==> src/rtl/branch_resolver_pkg.sv <==
// Shared definitions for the stage-2 branch resolver: FSM encoding, address width
// and the bit ranges the prediction table uses to split a PC+4 into index and tag.
package branch_resolver_pkg;

    typedef enum logic {
        ST_NORMAL = 1'b0,
        ST_SQUASH = 1'b1
    } state_e;

    localparam int ADDR_W_DEF = 32;

    localparam int IDX_MSB = 5;
    localparam int IDX_LSB = 2;
    localparam int TAG_MSB = 31;
    localparam int TAG_LSB = 6;

endpackage

==> src/rtl/branch_stats.sv <==
// Resolved-branch and mispredict counters; only built when BRANCH_STATS_EN is defined.
module branch_stats (
    input  logic        clk_i,
    input  logic        rst_i,
    input  logic        br_i,
    input  logic        miss_i,
    output logic [31:0] br_count_o,
    output logic [31:0] miss_count_o
);

    logic [31:0] br_q, br_d;
    logic [31:0] miss_q, miss_d;

    always_comb begin
        br_d   = br_q;
        miss_d = miss_q;
        if (br_i)   br_d   = br_q + 32'd1;
        if (miss_i) miss_d = miss_q + 32'd1;
    end

    always_ff @(posedge clk_i or posedge rst_i) begin
        if (rst_i) begin
            br_q   <= '0;
            miss_q <= '0;
        end else begin
            br_q   <= br_d;
            miss_q <= miss_d;
        end
    end

    assign br_count_o   = br_q;
    assign miss_count_o = miss_q;

endmodule

==> src/rtl/branch_resolver.sv <==
// Stage-2 BEQ resolver: carries the fetch prediction through IF/ID, drives table updates
// and redirect/flush on a mispredict. Statistics counters exist only with BRANCH_STATS_EN.
//
//   state     | meaning
//   ST_NORMAL | stage 2 resolves whatever IF/ID holds
//   ST_SQUASH | bubble cycle after a redirect; nothing resolves
module branch_resolver
    import branch_resolver_pkg::*;
#(
    parameter int ADDR_W = ADDR_W_DEF
) (
    input  logic              clk,
    input  logic              rst,
    input  logic [ADDR_W-1:0] pc4,
    input  logic              H,
    input  logic              P,
    input  logic [ADDR_W-1:0] Target,
    input  logic              fetch_valid,
    input  logic              stall,
    input  logic              br_s2,
    input  logic              eq_s2,
    input  logic [ADDR_W-1:0] baddr_in_s2,
    output logic              WRt,
    output logic              WRp,
    output logic              C,
    output logic [ADDR_W-1:0] pc4_s2,
    output logic [ADDR_W-1:0] baddr_s2,
    output logic              redirect,
    output logic [ADDR_W-1:0] redirect_pc,
    output logic              flush,
    output logic [31:0]       br_count,
    output logic [31:0]       miss_count
);

    state_e            state_q, state_d;
    logic              v2_q, v2_d, h2_q, h2_d, p2_q, p2_d;
    logic [ADDR_W-1:0] pc4_q, pc4_d, t2_q, t2_d;
    logic              active, mispredict;
    logic [ADDR_W-1:0] rpc;

    always_comb begin
        active     = v2_q & ~stall & (state_q == ST_NORMAL);
        WRt        = 1'b0;
        WRp        = 1'b0;
        C          = 1'b0;
        mispredict = 1'b0;
        rpc        = '0;
        if (active & br_s2) begin
            WRt = ~h2_q;
            WRp = 1'b1;
            C   = eq_s2;
            if (!h2_q) begin
                mispredict = eq_s2;
                rpc        = baddr_in_s2;
            end else begin
                // wrong direction, or taken as predicted but to a stale target
                mispredict = (p2_q != eq_s2) | (p2_q & eq_s2 & (t2_q != baddr_in_s2));
                rpc        = eq_s2 ? baddr_in_s2 : pc4_q;
            end
        end else if (active & h2_q & p2_q) begin
            mispredict = 1'b1;
            rpc        = pc4_q;
        end
    end

    assign redirect    = mispredict;
    assign flush       = mispredict;
    assign redirect_pc = mispredict ? rpc : '0;
    assign pc4_s2      = pc4_q;
    assign baddr_s2    = baddr_in_s2;

    always_comb begin
        v2_d  = v2_q;
        pc4_d = pc4_q;
        h2_d  = h2_q;
        p2_d  = p2_q;
        t2_d  = t2_q;
        if (!stall) begin
            v2_d  = fetch_valid & ~mispredict;
            pc4_d = pc4;
            h2_d  = H;
            p2_d  = P;
            t2_d  = Target;
        end
    end

    always_comb begin
        state_d = state_q;
        case (state_q)
            ST_NORMAL: if (mispredict) state_d = ST_SQUASH;
            ST_SQUASH: if (!stall)     state_d = ST_NORMAL;
            default:                   state_d = ST_NORMAL;
        endcase
    end

    always_ff @(posedge clk or posedge rst) begin
        if (rst) begin
            state_q <= ST_NORMAL;
            v2_q    <= 1'b0;
            pc4_q   <= '0;
            h2_q    <= 1'b0;
            p2_q    <= 1'b0;
            t2_q    <= '0;
        end else begin
            state_q <= state_d;
            v2_q    <= v2_d;
            pc4_q   <= pc4_d;
            h2_q    <= h2_d;
            p2_q    <= p2_d;
            t2_q    <= t2_d;
        end
    end

`ifdef BRANCH_STATS_EN
    branch_stats u_stats (
        .clk_i        (clk),
        .rst_i        (rst),
        .br_i         (active & br_s2),
        .miss_i       (mispredict),
        .br_count_o   (br_count),
        .miss_count_o (miss_count)
    );
`else
    assign br_count   = '0;
    assign miss_count = '0;
`endif

endmodule
==> config.mk <==
export PLATFORM = sky130hd
export DESIGN_NAME = branch_resolver
export DESIGN_NICKNAME = d
export VERILOG_FILES = /design/src/rtl/branch_resolver_pkg.sv /design/src/rtl/branch_stats.sv /design/src/rtl/branch_resolver.sv
export SDC_FILE = /design/constraint.sdc
export NUM_CORES = 1
export LEC_CHECK = 0
export CAP_MARGIN = 0
export CORE_MARGIN = 5
export CORE_UTILIZATION = 38
export DETAILED_ROUTE_END_ITERATION = 12
export PLACE_DENSITY = 0.83
export SLEW_MARGIN = 10
export SYNTH_ARGS = -nofsm -noshare
export SYNTH_HDL_FRONTEND = slang
export SYNTH_HIERARCHICAL = 1
export SYNTH_SLANG_ARGS = --single-unit
==> constraint.sdc <==
create_clock -name clk -period 2.8 [get_ports clk]
set_clock_uncertainty 0.1 [all_clocks]
set_input_delay 0.56 -clock clk [delete_from_list [all_inputs] [get_ports clk]]
set_output_delay 0.56 -clock clk [all_outputs]
set_load 0.02 [all_outputs]
==> out/metrics.yaml <==
drc_errors: 0
clk_pin_slew_ps: 50
via_per_inst: 4.91
dp.cells: 716
clkLatencyLatePin_ps: 330
gp_congestion: 0.831
core_sq_um: 11300
drive_gt1_frac: 0.416
reg2reg_from: "t2_q[18]$_DFFE_PP0N_"
tightest_slew_ps: 935
cts_tree: "built"
crit_buf_inv: 5
drt_wl_total_mm: 15.6
cp_top_family: "buffers and inverters"
worstPathCellList: "dlygate4sd2_1, xor2_2, nor4_2, nand4_1, o21ai_4, buf_6, buf_12, buf_4, a21oi_2, buf_6"
ys_types: 27
root_buffer: "clkbuf_16"
slew_viol_final: 0
finalCoreUtilization: 0.634
final_cells: 757
io_pins: 269
relSlewSlack: 0.377
hold_viol: 0
violations: "negative setup slack"
fmax_mhz: 336
power.density_nw_per_um2: 451
worstSetupPathType: "input pin to output pin"
syn_inst: 381
initial_core_util: 0.384
status: "finished, violations left"
met3_usage: 0.0668
final_antenna_net_count: 0
met2_usage: 0.390
ir_drop_uv: 378
dr.first_iter.drc_count: 132
rows: 39
rsz0062_at_grt: "true"
final_common_cell: "clkdlybuf4s50_1"
die_x_um: 117
grt_pass1_vias: 4046
syn_area_sq_um: 4320
fillCellCount: 831
min_period_ps: 2970
grt_max_degree: 70
critical_path.max_stage_delay_ps: 290
end_kind: "output pin"
most-common-layout-cells: "clkdlybuf4s50_1, dfrtp_1, mux2_2"
top_usage_layer: "met2"
area_delta_synth_final_pct: 65.4
cp_data_required_time_ps: 2140
leakage_nw: 3.03
crit_fanout: 7
htreeDepth: 3
post-route-period-util: 1.06
syn_avg_cell_area_sq_um: 11.3
cp-startpoint: "baddr_in_s2[7]"
crit_path_frequent_cell: "buf_6"
cts_sinks: 68
setup.worst_path.start_class: "input pin"
ys_warn_count: 6
die_h_um: 117
power.total_mw: 3.23
place_hpwl_mm: 11.1
setup_slack_ps: -174
port_buffers: 204
grtUsageTotal: 0.222
dr.pass1.iters: 4
cts_buffers: 9
antenna_found_initial: 0
hold_class: "flip-flop to flip-flop"
hold_ws_ps: 386
min_from: "v2_q$_DFFE_PP0N_"
seq_area_frac_synth: 0.394
fin_tns_setup_ps: -3820
grt_pass1_wl_mm: 22.3
worst_path_max_delay_cell: "nor4_2"
die-area_sq_um: 13600
drv_cap: 0
grt_use_met1: 0.246
yosys_register_bits: 68
nets: 715
gr-total-overflow: 0
route.detailed.wl_per_inst_um: 20.6
vias: 3716
setup_viol: 34
critical_path_arrival_ps: 2310
clockBufferDepth: 2
kinds of logic (layout without fill, tap and decap cells):
kind of cell    Yosys count  in the layout  share of synthesized area
flops                    68             68                      0.394
other cells               1             65                   0.000867
mux                      67             67                      0.174
buf+inv                 120            289                      0.197
simple gates             22             22                     0.0367
compound gates           70             70                      0.130
xor+xnor                 32             32                     0.0648
fa+ha+maj                 1              1                    0.00289
power breakdown:
| part | leakage, nW | switching (mW) | internal, mW |
|---|---|---|---|
| Clock | 0.145 | 0.409 | 0.727 |
| Combinational | 2.09 | 0.461 | 0.457 |
| Sequential | 0.797 | 0.0890 | 1.08 |
| Total | 3.03 | 0.959 | 2.27 |
final timing paths:
kind / to / slack (ps) / cells after the start
max in group asynchronous: t2_q[19]$_DFFE_PP0N_ / 1380 / 3
max reg2reg: v2_q$_DFFE_PP0N_ / 670 / 9
min in group asynchronous: t2_q[18]$_DFFE_PP0N_ / 560 / 2
min reg2reg: v2_q$_DFFE_PP0N_ / 390 / 1
min: v2_q$_DFFE_PP0N_ / 390 / 1
max: redirect_pc[18] / -170 / 10
cell type report:
class	instances	area, sq um	share of cell area
antenna	1	2.50	0.000350
clock buffer	12	256	0.0359
clock inverter	2	35.0	0.00490
inverter	3	11.3	0.00157
multi-input combinational	256	2210	0.309
sequential	68	1700	0.238
tap	143	179	0.0250
timing repair buffer	272	2750	0.385
per-stage QoR:
| step | setup WS, ps | instance area (sq um) |
|---|---|---|
| after floorplan | 161 | 4560 |
| after global placement | -857 | 6350 |
| after detailed placement | -879 | 6350 |
| after CTS | -239 | 7040 |
| after global routing | -220 | 7150 |
| final | -174 | 7150 |
state kept, by name, indices dropped and copies added, names as in the netlist:
register,cells
t2_q,32
h2_q,1
state_q,1
pc4_s2,32
v2_q,1
p2_q,1
Yosys cell counts:
master	n	area (sq um)
buf_2	11	55.1
a21oi_1	4	20.0
buf_4	97	728
dfrtp_1	68	1700
nand2_2	2	12.5
buf_6	3	33.8
nor3b_2	1	12.5
inv_1	3	11.3
o21ai_4	1	16.3
a22oi_1	32	240
a32o_1	1	10.0
nor2_2	1	6.26
nand2_1	4	15.0
nand3_4	1	17.5
conb_1	1	3.75
nand4_1	2	12.5
nor4_1	5	31.3
mux2_2	67	754
o2111a_1	1	11.3
a21oi_2	29	254
nor2b_1	1	6.26
ha_1	1	12.5
xor2_1	32	280
nor4_2	3	37.5
nor2_1	2	7.51
o21ai_0	2	10.0
clkbuf_1	6	22.5
timing repair:
action / in CTS / in global routing
endpoints found under the setup margin: 34 / 34
pin swaps: 25 / 25
hold buffers: 0 / 0
gates resized for setup: 278 / 40
gates cloned: 4 / 1
setup buffers: 22 / 4
routing by layer:
layer  share of wire  up-vias  routed length [um]
li1                -     1620                   -
met3           0.097       36                1510
met5               0        -                   0
met2            0.52      227                8100
met4           0.036        0                 558
met1            0.35     1833                5440
Note: power is estimated with default switching activity, not from simulation.
